File: src/rtl/pwmtx_pkg.sv
// Shared RC-PWM timing constants and helpers for the pwmtx/pwmrx pair.
// Widths and frame lengths are in microsecond ticks.
package pwmtx_pkg;

    localparam int RC_MIN_US   = 1000;
    localparam int RC_MID_US   = 1500;
    localparam int RC_MAX_US   = 2000;
    localparam int RC_FRAME_US = 20000;

    function automatic logic [31:0] clamp_width(input logic [31:0] value,
                                                input logic [31:0] lo,
                                                input logic [31:0] hi);
        if (value < lo) return lo;
        if (value > hi) return hi;
        return value;
    endfunction

endpackage

File: src/rtl/pwm_tick_gen.sv
// Tick prescaler: counts 0..DIV-1 while enabled and strobes at the wrap.
// clear_in forces the count back to zero on the next edge.
module pwm_tick_gen #(
    parameter int DIV = 12
) (
    input  logic clk_in,
    input  logic reset_in,
    input  logic enable_in,
    input  logic clear_in,
    output logic tick_out
);

    localparam int CW = (DIV > 1) ? $clog2(DIV) : 1;
    localparam logic [CW-1:0] LAST = CW'(DIV - 1);

    logic [CW-1:0] count;

    always_ff @(posedge clk_in or posedge reset_in) begin
        if (reset_in) begin
            count <= '0;
        end else if (clear_in) begin
            count <= '0;
        end else if (enable_in) begin
            if (count == LAST) count <= '0;
            else               count <= count + CW'(1);
        end
    end

    assign tick_out = enable_in && !clear_in && (count == LAST);

endmodule

File: src/rtl/pwmtx.sv
// RC/servo PWM transmitter: double-buffered width commands applied at frame
// boundaries, with a failsafe width once commands stop arriving.
module pwmtx
    import pwmtx_pkg::*;
#(
    parameter int SIZE           = 16,
    parameter int SYSCLK         = 12000000,
    parameter int TICK_HZ        = 1000000,
    parameter int FRAME_TICKS    = RC_FRAME_US,
    parameter int MIN_WIDTH      = RC_MIN_US,
    parameter int MAX_WIDTH      = RC_MAX_US,
    parameter int FAILSAFE_WIDTH = RC_MID_US,
    parameter int TIMEOUT_FRAMES = 50
) (
    input  logic            clk_in,
    input  logic            reset_in,
    input  logic            enable_in,
    input  logic [SIZE-1:0] width_in,
    input  logic            width_valid_in,
    output logic            r_width_ready_out,
    output logic            r_pulse_out,
    output logic            r_frame_out,
    output logic            r_failsafe_out
);

    localparam int DIV = SYSCLK / TICK_HZ;
    localparam int TW  = (TIMEOUT_FRAMES > 0) ? $clog2(TIMEOUT_FRAMES + 1) : 1;
    localparam logic [SIZE-1:0] FRAME_LAST = SIZE'(FRAME_TICKS - 1);
    localparam logic [SIZE-1:0] FS_WIDTH   = SIZE'(FAILSAFE_WIDTH);
    localparam logic [TW-1:0]   TO_LIMIT   = TW'(TIMEOUT_FRAMES);

    logic            tick;
    logic            started;
    logic            frame_start;
    logic            accept;
    logic            load;
    logic            timed_out;
    logic [SIZE-1:0] frame_cnt;
    logic [SIZE-1:0] frame_cnt_next;
    logic [SIZE-1:0] active_w;
    logic [SIZE-1:0] active_w_next;
    logic [SIZE-1:0] pending_w;
    logic [SIZE-1:0] clamped;
    logic [TW-1:0]   to_cnt;
    logic [TW-1:0]   to_cnt_next;

    pwm_tick_gen #(.DIV(DIV)) u_tick_gen (
        .clk_in    (clk_in),
        .reset_in  (reset_in),
        .enable_in (enable_in),
        .clear_in  (!enable_in),
        .tick_out  (tick)
    );

    // Handshake: a width is taken on any clk where width_valid_in and
    // r_width_ready_out are both high; ready is low exactly while the pending
    // slot holds a value that has not yet been applied at a frame start.
    assign accept      = width_valid_in && r_width_ready_out;
    assign load        = frame_start && !r_width_ready_out;
    assign frame_start = tick && (!started || (frame_cnt == FRAME_LAST));
    assign clamped     = SIZE'(clamp_width(32'(width_in), 32'(MIN_WIDTH), 32'(MAX_WIDTH)));

    always_comb begin
        frame_cnt_next = frame_start ? '0 : frame_cnt + SIZE'(1);
        active_w_next  = active_w;
        to_cnt_next    = to_cnt;
        timed_out      = 1'b0;
        if (load) begin
            active_w_next = pending_w;
            to_cnt_next   = '0;
        end else if (frame_start) begin
            if (to_cnt != TO_LIMIT) to_cnt_next = to_cnt + TW'(1);
            if ((TIMEOUT_FRAMES != 0) && (to_cnt_next == TO_LIMIT)) begin
                timed_out     = 1'b1;
                active_w_next = FS_WIDTH;
            end
        end
    end

    always_ff @(posedge clk_in or posedge reset_in) begin
        if (reset_in) begin
            frame_cnt         <= '0;
            started           <= 1'b0;
            active_w          <= FS_WIDTH;
            pending_w         <= '0;
            to_cnt            <= '0;
            r_width_ready_out <= 1'b1;
            r_pulse_out       <= 1'b0;
            r_frame_out       <= 1'b0;
            r_failsafe_out    <= 1'b1;
        end else begin
            r_frame_out <= frame_start;
            active_w    <= active_w_next;
            to_cnt      <= to_cnt_next;

            if (load)           r_failsafe_out <= 1'b0;
            else if (timed_out) r_failsafe_out <= 1'b1;

            // accept and load are exclusive: one needs ready high, the other low
            if (accept) begin
                pending_w         <= clamped;
                r_width_ready_out <= 1'b0;
            end else if (load) begin
                r_width_ready_out <= 1'b1;
            end

            if (!enable_in) begin
                frame_cnt   <= '0;
                started     <= 1'b0;
                r_pulse_out <= 1'b0;
            end else if (tick) begin
                frame_cnt   <= frame_cnt_next;
                started     <= 1'b1;
                r_pulse_out <= (frame_cnt_next < active_w_next);
            end
        end
    end

endmodule
File: config.mk
export PLATFORM = sky130hd
export DESIGN_NAME = pwmtx
export DESIGN_NICKNAME = d
export VERILOG_FILES = /design/src/rtl/pwmtx_pkg.sv /design/src/rtl/pwm_tick_gen.sv /design/src/rtl/pwmtx.sv
export SDC_FILE = /design/constraint.sdc
export NUM_CORES = 1
export LEC_CHECK = 0
export CAP_MARGIN = 0
export CORE_MARGIN = 2
export CORE_UTILIZATION = 36
export CTS_BUF_LIST = sky130_fd_sc_hd__clkbuf_8 sky130_fd_sc_hd__clkbuf_16
export DETAILED_ROUTE_END_ITERATION = 6
export DONT_BUFFER_PORTS = 1
export PLACE_DENSITY = 0.56
export SKIP_CTS_REPAIR_TIMING = 1
export SLEW_MARGIN = 5
export SYNTH_ARGS = -nofsm -noshare
export SYNTH_HDL_FRONTEND = slang
export SYNTH_HIERARCHICAL = 1
export SYNTH_SLANG_ARGS = --single-unit
export TNS_END_PERCENT = 20
File: constraint.sdc
create_clock -name clk_in -period 4.4 [get_ports clk_in]
set_input_delay 0.66 -clock clk_in [delete_from_list [all_inputs] [get_ports clk_in]]
set_output_delay 0.66 -clock clk_in [all_outputs]
set_load 0.005 [all_outputs]
# [Word-level counts from Yosys, hierarchy flattened]
# Index checks and enable logic that the tools add are counted.
[word_totals] input_bits=20 out_inout_bits=4 register_bits=63 word_cells=62
[op_classes] add_sub_neg=3 reduce_logical=10 mux=31 eq_ne=5 magnitude_cmp=3
[op_table] operator="$mux W16" n=10
[op_table] operator="$mux W6" n=5
[op_table] operator="$add A16 B1 Y16 const B" n=1
[op_table] operator="$eq A16 B15 Y1 const B" n=1
[op_table] operator="$gt A16 B11 Y1 const B" n=1
[op_table] operator="$lt A16 B10 Y1 const B" n=1
[op_table] operator="$lt A16 B16 Y1" n=1
[op_table] operator="$mux W1" n=14
[op_table] operator="$mux W4" n=2
[op_table] operator="$add A6 B1 Y6 const B" n=1
[op_table] operator="$eq A6 B6 Y1 const B" n=1
[op_table] operator="$ne A6 B6 Y1 const B" n=1
[op_table] operator="$reduce_bool A2 Y1" n=3
[op_table] operator="$add A4 B1 Y4 const B" n=1
[op_table] operator="$eq A4 B4 Y1 const B" n=1
[op_table] operator="$logic_and A1 B1 Y1" n=4
[op_table] operator="$logic_not A1 Y1" n=2
[op_table] operator="$ne A2 B1 Y1 const B" n=1
[op_table] operator="$logic_or A1 B1 Y1" n=1

# [Logic depth before layout (Yosys ltp)]
# Gate-level depths: netlist (run 1).
[logic_depth] word_depth=12 ltp_mapped=17

# [Cells and area by module]
# The synthesis (run 1) kept the hierarchy.
[modules_own_cells] mod="pwmtx" instances=1 cells_per_inst=338 area_each_um2=3301.9 seq_area_each_um2=1487.7
[modules_own_cells] mod="pwm_tick_gen" instances=1 cells_per_inst=23 area_each_um2=229.0 seq_area_each_um2=100.1

# [Worst setup path before layout (run 1)]
# Ideal clock, no wire load.
[synth_path] path_type="input-to-reg" startpoint="in enable_in" endpoint="reg r_pulse_out" setup_ps=126 path_buffers=4 cell_stages=15 required_ps=4274 t_arrival_ps=4016 path_slack_ps=258 path_cell_list="clkbuf_1 inv_1 clkbuf_1 nor4b_2 buf_2 o211a_2 buf_1 a22oi_1 ha_1 nand4_1 or2_2 a2111oi_0 nand2_1 a211oi_1 nor4_1"
[synth_between] elab_chain_len=7 word_cells_on_any_way=10
[synth_rtl] item="start: declaration" line_no="pwmtx.sv:17" text="input logic enable_in,"
[synth_rtl] item="$logic_and A1 B1 Y1 (*)" line_no="pwm_tick_gen.sv:29" text="assign tick_out = enable_in && !clear_in && (count == LAST);"
[synth_rtl] item="net tick" line_no="pwmtx.sv:32" text="logic tick;"
[synth_rtl] item="$logic_and A1 B1 Y1" line_no="pwmtx.sv:60" text="assign frame_start = tick && (!started || (frame_cnt == FRAME_LAST));"
[synth_rtl] item="$mux W16 / $logic_and A1 B1 Y1 (equally long branches)" line_no="pwmtx.sv:71, pwmtx.sv:59"
[synth_rtl] item="$mux W16" line_no="pwmtx.sv:68" text="if (load) begin"
[synth_rtl] item="$lt A16 B16 Y1" line_no="pwmtx.sv:114" text="r_pulse_out <= (frame_cnt_next < active_w_next);"
[synth_rtl] item="$mux W1" line_no="pwmtx.sv:111" text="end else if (tick) begin"
[synth_rtl] item="$mux W1" line_no="pwmtx.sv:107" text="if (!enable_in) begin"
[synth_rtl] item="end signal: assignment" line_no="pwmtx.sv:114"
[synth_rtl] item="end: declaration" line_no="pwmtx.sv:21" text="output logic r_pulse_out,"
# Mark *: on every way through the listed nets, which the timed path passes. The rest lies on a longest branch. The select of a mux whose other input is x is not followed.
# A chain may end at the register's enable or synchronous reset.

# [Worst setup path in the final report (run 1)]
[layout_path] startpoint="reg frame_cnt[13]" endpoint="reg r_pulse_out"
[layout_between] elab_chain_len=8 word_cells_on_any_way=11
[layout_rtl] item="start: declaration" line_no="pwmtx.sv:38" text="logic [SIZE-1:0] frame_cnt;"
[layout_rtl] item="start signal: assignment" line_no="pwmtx.sv:112" text="frame_cnt <= frame_cnt_next;"
[layout_rtl] item="parallel branches: the longest is 5 deep, another holds $add A16 B1 Y16"
[layout_rtl] item="$lt A16 B16 Y1 (*)" line_no="pwmtx.sv:114"
[layout_rtl] item="$mux W1 (*)" line_no="pwmtx.sv:111"
[layout_rtl] item="$mux W1 (*)" line_no="pwmtx.sv:107"
# Every way passes the cells marked *. The select of a mux whose other input is x is not followed.

==> out/results.ini, run 1 <==
[power_and_ir_drop]
leakagePower_nw = 1.67
p_switching_uw = 269
clock_power_share_pct = 41.4
seqPwrFrac_pct = 55.8
p_sw_share_pct = 25.0
ir_drop_v = 0.000139
p_comb_share_pct = 2.8
pwr_density_cell_nw_per_um2 = 276
p_int_uw = 804
fin_total_pwr_mw = 1.07

[placement]
pre_cts_ws_ns = 0.443
portBuffers = 0
place.gp.congestion = 0.907
hpwl_um = 5790

[setup_path]
crit_fanout = 18
r2r_slack_ns = 0.39
crit-reg2reg-capture = r_pulse_out
r2r_cells = 14
end_kind = register
arrival_ns = 4.23
startpoint = frame_cnt[13]
regToRegStartpoint = frame_cnt[13]
required_ns = 4.62
start_kind = register
crit_type = reg -> reg

[sta]
finalSetupTns_ns = 0
tightest_slew_ns = 0.703
slew-limit-headroom_pct = 51.9
slew_viol_final = 0
rsz0062_at_grt = false
fin_crit_sh_pct = 91.1
finalSetupViolCount = 0
fin_ws_ns = 0.390
fmax_ghz = 0.249
hold_viol = 0
period_needed_ns = 4.01
skew_ns = 0.00827

[cells_and_area]
ff_latch_area_um2 = 1590
area_growth_pct = 10.2
antenna_cells = 0
multi_input_area_um2 = 1860
layout.filler_cells = 979
layout.nets = 406
utilization_pct = 40.4
layout-drive-gt1-share_pct = 11.8

[min_path]
hold_class = in -> async

[clock_tree]
cts_sinks = 63
h-tree-depth = 3
insertion_delay_ns = 0.34
clock_path_buffers = 2
root_buffer = clkbuf_8
path_clk_slew_ns = 0.07
cts_buffers = 9
tritoncts = yes

[synth]
netlist_area_um2 = 3530
synth.yosys.warnings = 6
yosysSeqAreaShare_pct = 45.0
ys_ff_latch = 63
synth-main-ff-cell = dfrtp_1
syn_nets = 400
synth_cell_type_count = 54
syn_inst = 361
synth-async-reset-ratio_pct = 100
synth_area_per_cell_um2 = 9.78
synth_edf_count = 0

[grt]
grt_pass1_vias = 2669
grt_pass1_wl_um = 13400
antenna_found_initial = 0
overflow = 0
grt_usage_pct = 16.4
grt_start_max_net_pins = 38

[floorplan]
die_area_um2 = 10600
die_h_um = 103
rows = 36
start_util_pct = 36.6
ioPinCount = 24
die_w_um = 103
core_region_area_um2 = 9640

[routing]
via_per_inst = 5.42
vias = 2739
wl_per_cell_um = 15.8
drtAntennaViolNets = 0
wirelength_um = 7960
initialDrtViolationCount = 140
dr.pass1.iters = 4
drcViolationCount = 0

[job]
max_cap_violations = 0

[status]
status = finished clean

-- cells by family (layout without fill, tap and decap cells) --
kind of cell	count (synthesis)	in the layout	synth area share, %
AO/OA/AOI/OAI	100	100	20.2
XOR/XNOR	15	15	3.72
adder cells (fa/ha/maj)	19	19	6.73
buffers and inverters	24	35	2.69
flip-flops	63	63	45.0
multiplexers	11	11	3.19
AND/OR/NAND/NOR	129	129	18.5
-- critical path, stage by stage, from the launching register on --
cell,delay [ns]
dfrtp_1,0.45
or4bb_1,0.54
nor4_2,0.43
o21ai_2,0.11
buf_4,0.21
inv_1,0.11
buf_4,0.18
nor2_1,0.09
ha_1,0.30
nand4_1,0.10
or2_2,0.32
a2111oi_0,0.64
nand2_1,0.11
a211oi_1,0.21
nor4_1,0.08
-- through the flow --
step	cells	hold WS [ns]	instance area [µm²]
3_5_place_dp	489	0.447	3720
2_1_floorplan	361	0.426	3530
3_3_place_gp	489	0.454	3720
5_1_grt	505	0.0785	3890
6_report	505	0.0860	3890
4_1_cts	505	0.0677	3890
-- registers in the layout, summed over array words and instances (netlist names), 4 cells and up --
register and count:
active_w 16, frame_cnt 16, pending_w 16, to_cnt 6, u_tick_gen/count 4
-- cell usage after synthesis, types with 2 or more instances --
library cell | count | area share, %
o21ai_0 | 8 | 1.1
buf_1 | 3 | 0.32
or3_1 | 2 | 0.35
mux2i_1 | 9 | 2.6
xnor2_1 | 10 | 2.5
o22a_1 | 11 | 2.7
and2_1 | 9 | 1.6
buf_2 | 4 | 0.57
a22o_1 | 13 | 3.2
xor2_1 | 5 | 1.2
nor3_1 | 6 | 0.85
inv_1 | 9 | 0.96
dfstp_2 | 9 | 6.7
or4bb_1 | 2 | 0.64
o211ai_1 | 2 | 0.43
nor2_1 | 37 | 3.9
nor2b_1 | 3 | 0.53
or2_2 | 2 | 0.35
a21oi_1 | 19 | 2.7
nand3_1 | 8 | 1.1
o32ai_1 | 3 | 0.74
a21boi_0 | 2 | 0.43
ha_1 | 19 | 6.7
o22ai_1 | 8 | 1.4
nor4_1 | 3 | 0.53
a2111oi_0 | 2 | 0.50
a21o_1 | 9 | 1.9
dfrtp_1 | 54 | 38
a211oi_1 | 2 | 0.43
mux2_2 | 2 | 0.64
nand2b_1 | 5 | 0.89
nand4_1 | 5 | 0.89
a22oi_1 | 8 | 1.7
and4_1 | 2 | 0.50
nand3b_1 | 3 | 0.64
nand2_1 | 35 | 3.7
o21a_1 | 4 | 0.85
clkbuf_1 | 8 | 0.85
-- layer usage --
| layer | share of wire (%) | global-route usage [%] | up-vias |
|---|---|---|---|
| li1 | - | - | 1339 |
| met1 | 49 | 23.6 | 1354 |
| met2 | 46 | 24.4 | 36 |
| met3 | 3.5 | 4.14 | 10 |
| met4 | 1.7 | 5.26 | 0 |
| met5 | 0 | 0 | - |
-- power by group through the flow --
stage | Sequential (mW) | Clock (mW) | Combinational (mW)
4_1_cts | 0.598 | 0.461 | 0.0316
6_report | 0.598 | 0.444 | 0.0303
2_1_floorplan | 0.606 | 0 | 0.0244
3_3_place_gp | 0.609 | 0 | 0.0310
3_5_place_dp | 0.609 | 0 | 0.0314
5_1_grt | 0.600 | 0.488 | 0.0358
-- how the worst max path moves through the flow --
stage	slack (ns)	to
2_1_floorplan	0.26	r_pulse_out
3_3_place_gp	0.48	r_pulse_out
3_5_place_dp	0.44	r_pulse_out
4_1_cts	0.42	r_pulse_out
5_1_grt	0.0006	r_pulse_out
6_report	0.39	r_pulse_out
-- cells in the final DEF (no fill, tap or decap), types with 4 or more instances in the layout --
cell      count
nand2b_1      5
ha_1         19
and2_1        9
dfstp_2       9
xnor2_1      10
nand4_1       5
dfrtp_1      54
mux2i_1       9
nand3_1       8
buf_4        10
clkbuf_8      9
nor2_1       37
o21a_1        4
o22a_1       11
inv_1         8
o21ai_0       8
nand2_1      35
nor3_1        6
xor2_1        5
a21oi_1      19
a22o_1       13
a21o_1        9
o22ai_1       8
a22oi_1       8
-- cell type report --
cell class | count | area share (%)
clock inverters | 7 | 1.25
clock buffers | 9 | 3.18
inverters | 9 | 0.868
multi-input cells | 274 | 47.7
repair buffers | 10 | 1.93
well taps | 133 | 4.28
flip-flops and latches | 63 | 40.8
Power figures use the tool's default switching activity.
==> inputs of run 2 (changes only) <==
- CORE_MARGIN: 2 -> 3
- CTS_BUF_LIST: sky130_fd_sc_hd__clkbuf_8 sky130_fd_sc_hd__clkbuf_16 -> not set
==> run 2 against run 1 <==
Against the previous run:
- non-clock buffer count decreased by 2
- sequential share of layout area decreased by 0.16 points
- critical path depth decreased by 2
- first-iteration DRC count increased by 17%
- clock power increased by 19%
- maximum frequency increased by 3.1%
- critical path type unchanged
- critical endpoint unchanged
- largest cell class unchanged
- highest routed layer unchanged
==> out/results.ini, run 2 (same netlist as run 1, synthesis figures left out) <==
[sta]
hold_viol = 0
slew_viol_final = 0
fmax_ghz = 0.257
finalSetupViolCount = 0
rsz0062_at_grt = false
skew_ns = 0.00925
fin_crit_sh_pct = 88.4
tightest_slew_ns = 0.769
slew-limit-headroom_pct = 48.7
hold_slack_ns = 0.0829
period_needed_ns = 3.89
finalSetupTns_ns = 0

[power_and_ir_drop]
ir_drop_v = 0.000144
pwr_density_cell_nw_per_um2 = 296
leakagePower_nw = 1.66

[setup_path]
crit_family = compound AO/OA/AOI/OAI gates
arrival_ns = 4.11
critPathMaxStageDelay_ns = 0.56
critPathSlowestCell = a2111oi_1
crit_type = reg -> reg
start_kind = register
path_cells = or4bb_1, nor4_2, o21ai_2, a21o_1, a22oi_1, ha_1, nand4_1, or2_2, a2111oi_1, nand2_1, a211oi_1, nor4_1
crit_fanout = 17
critPathBufInv = 0
end_kind = register
required_ns = 4.62

[routing]
wirelength_um = 8260
initialDrtViolationCount = 164
drcViolationCount = 0
drtAntennaViolNets = 0
vias = 2760
dr.pass1.iters = 5
wl_per_cell_um = 16.5
via_per_inst = 5.53

[clock_tree]
tritoncts = yes
path_clk_slew_ns = 0.08
cts_sinks = 63
cts_buffers = 9
root_buffer = clkbuf_8
h-tree-depth = 3
clock_path_buffers = 2
insertion_delay_ns = 0.35

[cells_and_area]
final_cell_mix = dfrtp_1 (54), nor2_1 (37), nand2_1 (35)
top_regs = active_w: 16 flops, frame_cnt: 16 flops, pending_w: 16 flops
area_growth_pct = 10.7
multi_input_area_um2 = 1860
layout-drive-gt1-share_pct = 11.4
layout.filler_cells = 941
ff_latch_area_um2 = 1590
final_common_cell = dfrtp_1
layout.nets = 404
instances_no_fill = 499
antenna_cells = 0

[job]
max_cap_violations = 0

[grt]
grt_pass1_vias = 2619
overflow = 0
grt_start_max_net_pins = 60
grt_pass1_wl_um = 13600
grt_usage_pct = 15.6
antenna_found_initial = 0

[placement]
place.gp.congestion = 0.814
hpwl_um = 5820
portBuffers = 0
place_inst = 483

[floorplan]
start_util_pct = 37.7
die_h_um = 105
rows = 35
core_region_area_um2 = 9370
die_area_um2 = 11000
ioPinCount = 24
die_w_um = 105

[min_path]
hold_class = in -> async

[status]
status = finished clean

run 2: cell types whose count changed in the layout (fill, tap and decap cells not counted):
cell / before / now
buf_4: 10 / 8
clkinv_2: 3 / 0
clkbuf_8: 9 / 10
clkinvlp_4: 1 / 4
bufinv_16: 0 / 1
a2111oi_1: 0 / 1
clkinv_4: 2 / 0
a2111oi_0: 2 / 1
run 2: metal layers:
metal | routed length [µm] | GRT usage (%) | vias up
li1 | - | - | 1333
met1 | 4000 | 21.5 | 1355
met3 | 381 | 4.82 | 8
met2 | 3780 | 23.5 | 64
met4 | 95 | 4.50 | 0
met5 | 0 | 0 | -
run 2: where the power goes:
| group | internal [mW] | switching, mW | leakage [nW] |
|---|---|---|---|
| Sequential | 0.589 | 0.00998 | 0.822 |
| Clock | 0.279 | 0.249 | 0.0912 |
| Combinational | 0.0108 | 0.0200 | 0.751 |
| Total | 0.878 | 0.279 | 1.66 |
run 2: through the flow:
step | util (%) | setup slack [ns] | power (mW) | area [µm²]
3_3_place_gp | 39.5 | 0.515 | 0.641 | 3700
2_1_floorplan | - | 0.258 | 0.630 | 3530
5_1_grt | 41.7 | 0.100 | 1.21 | 3910
4_1_cts | 41.7 | 0.381 | 1.17 | 3910
3_5_place_dp | 39.5 | 0.424 | 0.642 | 3700
6_report | 41.7 | 0.511 | 1.16 | 3910
run 2: area by class of cell:
class                           count  area share, %
Clock inverter                      6           1.76
Multi-Input combinational cell    274           47.6
Timing Repair Buffer                8           1.54
Tap cell                          129           4.13
Sequential cell                    63           40.6
Clock buffer                       10           3.52
Inverter                            9          0.865
run 2: path summary, 6_finish.rpt:
check                      slack [ns]           start             endpoint  cells past startpoint
min reg2reg                      0.48     active_w[0]          active_w[0]                      1
max reg2reg                      0.51   frame_cnt[12]          r_pulse_out                     12
min                              0.08        reset_in  u_tick_gen/count[0]                      1
min in group clk_in              0.36  width_valid_in    r_width_ready_out                      1
max in group asynchronous        3.49        reset_in          active_w[0]                      2
max                              0.51   frame_cnt[12]          r_pulse_out                     12
==> inputs of run 3 (changes only) <==
- RECOVER_POWER: not set -> 50
==> run 3 against run 2 <==
Against the previous run:
- the run now ends with max-capacitance violations, max-slew violations left
- hold slack improved by 0.0042 ns
- final area barely moved
- non-clock buffer count did not move
- flip-flop and latch count did not move
- final cell count did not move
- combinational power fell by 1%
- die area did not move
- clock skew rose by 0.0010 ns
- clock power barely moved
- core utilization barely moved
- critical path type unchanged
==> out/results.ini, run 3 (same netlist as run 1, synthesis figures left out) <==
[setup_path]
r2r_cells = 12
arrival_ns = 4.11
end_kind = register
crit_fanout = 17
regToRegStartpoint = frame_cnt[12]
crit-reg2reg-capture = r_pulse_out
crit_type = reg -> reg
r2r_slack_ns = 0.51
start_kind = register
required_ns = 4.62

[cells_and_area]
antenna_cells = 0
layout.nets = 404
utilization_pct = 41.7
top_regs = active_w: 16 flops, frame_cnt: 16 flops, pending_w: 16 flops
layout-drive-gt1-share_pct = 10.8
ff_latch_area_um2 = 1590
final_common_cell = dfrtp_1
finalInstanceArea_um2 = 3900
area_growth_pct = 10.6
final_cell_mix = dfrtp_1 (54), nor2_1 (37), nand2_1 (35)
layout.filler_cells = 941
multi_input_area_um2 = 1860

[floorplan]
rows = 35
core_region_area_um2 = 9370
ioPinCount = 24
die_w_um = 105
die_h_um = 105
start_util_pct = 37.7
die_area_um2 = 11000

[routing]
vias = 2763
drcViolationCount = 0
dr.pass1.iters = 6
wirelength_um = 8250
initialDrtViolationCount = 164
via_per_inst = 5.54
wl_per_cell_um = 16.5
drtAntennaViolNets = 0

[sta]
hold_viol = 0
fin_crit_sh_pct = 88.3
slew-limit-headroom_pct = -117
skew_ns = 0.0103
fmax_ghz = 0.257
slew_viol_final = 60
finalSetupTns_ns = 0
tightest_slew_ns = 3.25
period_needed_ns = 3.89
rsz0062_at_grt = false
finalSetupViolCount = 0

[clock_tree]
cts_buffers = 9
insertion_delay_ns = 0.35
root_buffer = clkbuf_8
path_clk_slew_ns = 0.08
clock_path_buffers = 2
cts_sinks = 63
tritoncts = yes
h-tree-depth = 3

[grt]
grt_pass1_wl_um = 13600
grt_start_max_net_pins = 60
overflow = 0
antenna_found_initial = 0
grt_usage_pct = 15.6
grt_pass1_vias = 2619

[status]
status = finished, violations left
violations = max-capacitance violations, max-slew violations

[min_path]
hold_class = in -> async

[placement]
portBuffers = 0
hpwl_um = 5820
place.gp.congestion = 0.814
postPlaceCellArea_um2 = 3700

[power_and_ir_drop]
leakagePower_nw = 1.66
ir_drop_v = 0.000144
pwr_density_cell_nw_per_um2 = 296

[job]
max_cap_violations = 1

run 3: cell count changes in the layout (fill, tap and decap cells not counted):
cell / previous run / this run
inv_1: 8 / 9
inv_2: 1 / 0
buf_4: 8 / 7
clkbuf_1: 0 / 1
run 3: worst max-delay path by stage:
stage	start	endpoint	slack (ns)	cells past startpoint
after detailed placement	to_cnt[0]	r_pulse_out	0.42	15
after global routing	frame_cnt[12]	r_pulse_out	0.10	12
after CTS	to_cnt[0]	r_pulse_out	0.38	15
after global placement	to_cnt[0]	r_pulse_out	0.51	15
final	frame_cnt[12]	r_pulse_out	0.51	12
after floorplan	enable_in	r_pulse_out	0.26	15
run 3: through the flow:
step                      worst slack (ns)  std cells  power (mW)  hold slack (ns)
after floorplan                      0.258        361       0.630            0.426
after global placement               0.515        483       0.641            0.451
after detailed placement             0.424        483       0.642            0.455
after CTS                            0.381        499        1.17           0.0758
after global routing                 0.100        499        1.21           0.0839
final                                0.513        499        1.16           0.0872
run 3: power breakdown:
group          internal [mW]  switching, mW
logic                 0.0103         0.0200
clock network          0.279          0.249
registers              0.589        0.00997
total                  0.878          0.278
run 3: layout make-up:
cell class              instances  area share (%)
clock inverters                 6            1.76
flip-flops and latches         63            40.7
well taps                     129            4.13
clock buffers                  10            3.53
repair buffers                  8            1.44
multi-input cells             274            47.6
inverters                       9           0.865
run 3: worst max-delay path, cell delays in order (launching register included):
cell and delay, ns:
dfrtp_1 0.43, or4bb_1 0.53, nor4_2 0.36, o21ai_2 0.20, a21o_1 0.39, a22oi_1 0.32, ha_1 0.19, nand4_1 0.10
or2_2 0.33, a2111oi_1 0.56, nand2_1 0.11, a211oi_1 0.18, nor4_1 0.08
run 3: metal layers:
| layer | GRT usage [%] | up-vias | wire, µm |
|---|---|---|---|
| met4 | 4.50 | 0 | 103 |
| met5 | 0 | - | 0 |
| li1 | - | 1332 | - |
| met1 | 21.5 | 1362 | 4000 |
| met3 | 4.82 | 10 | 363 |
| met2 | 23.5 | 59 | 3790 |
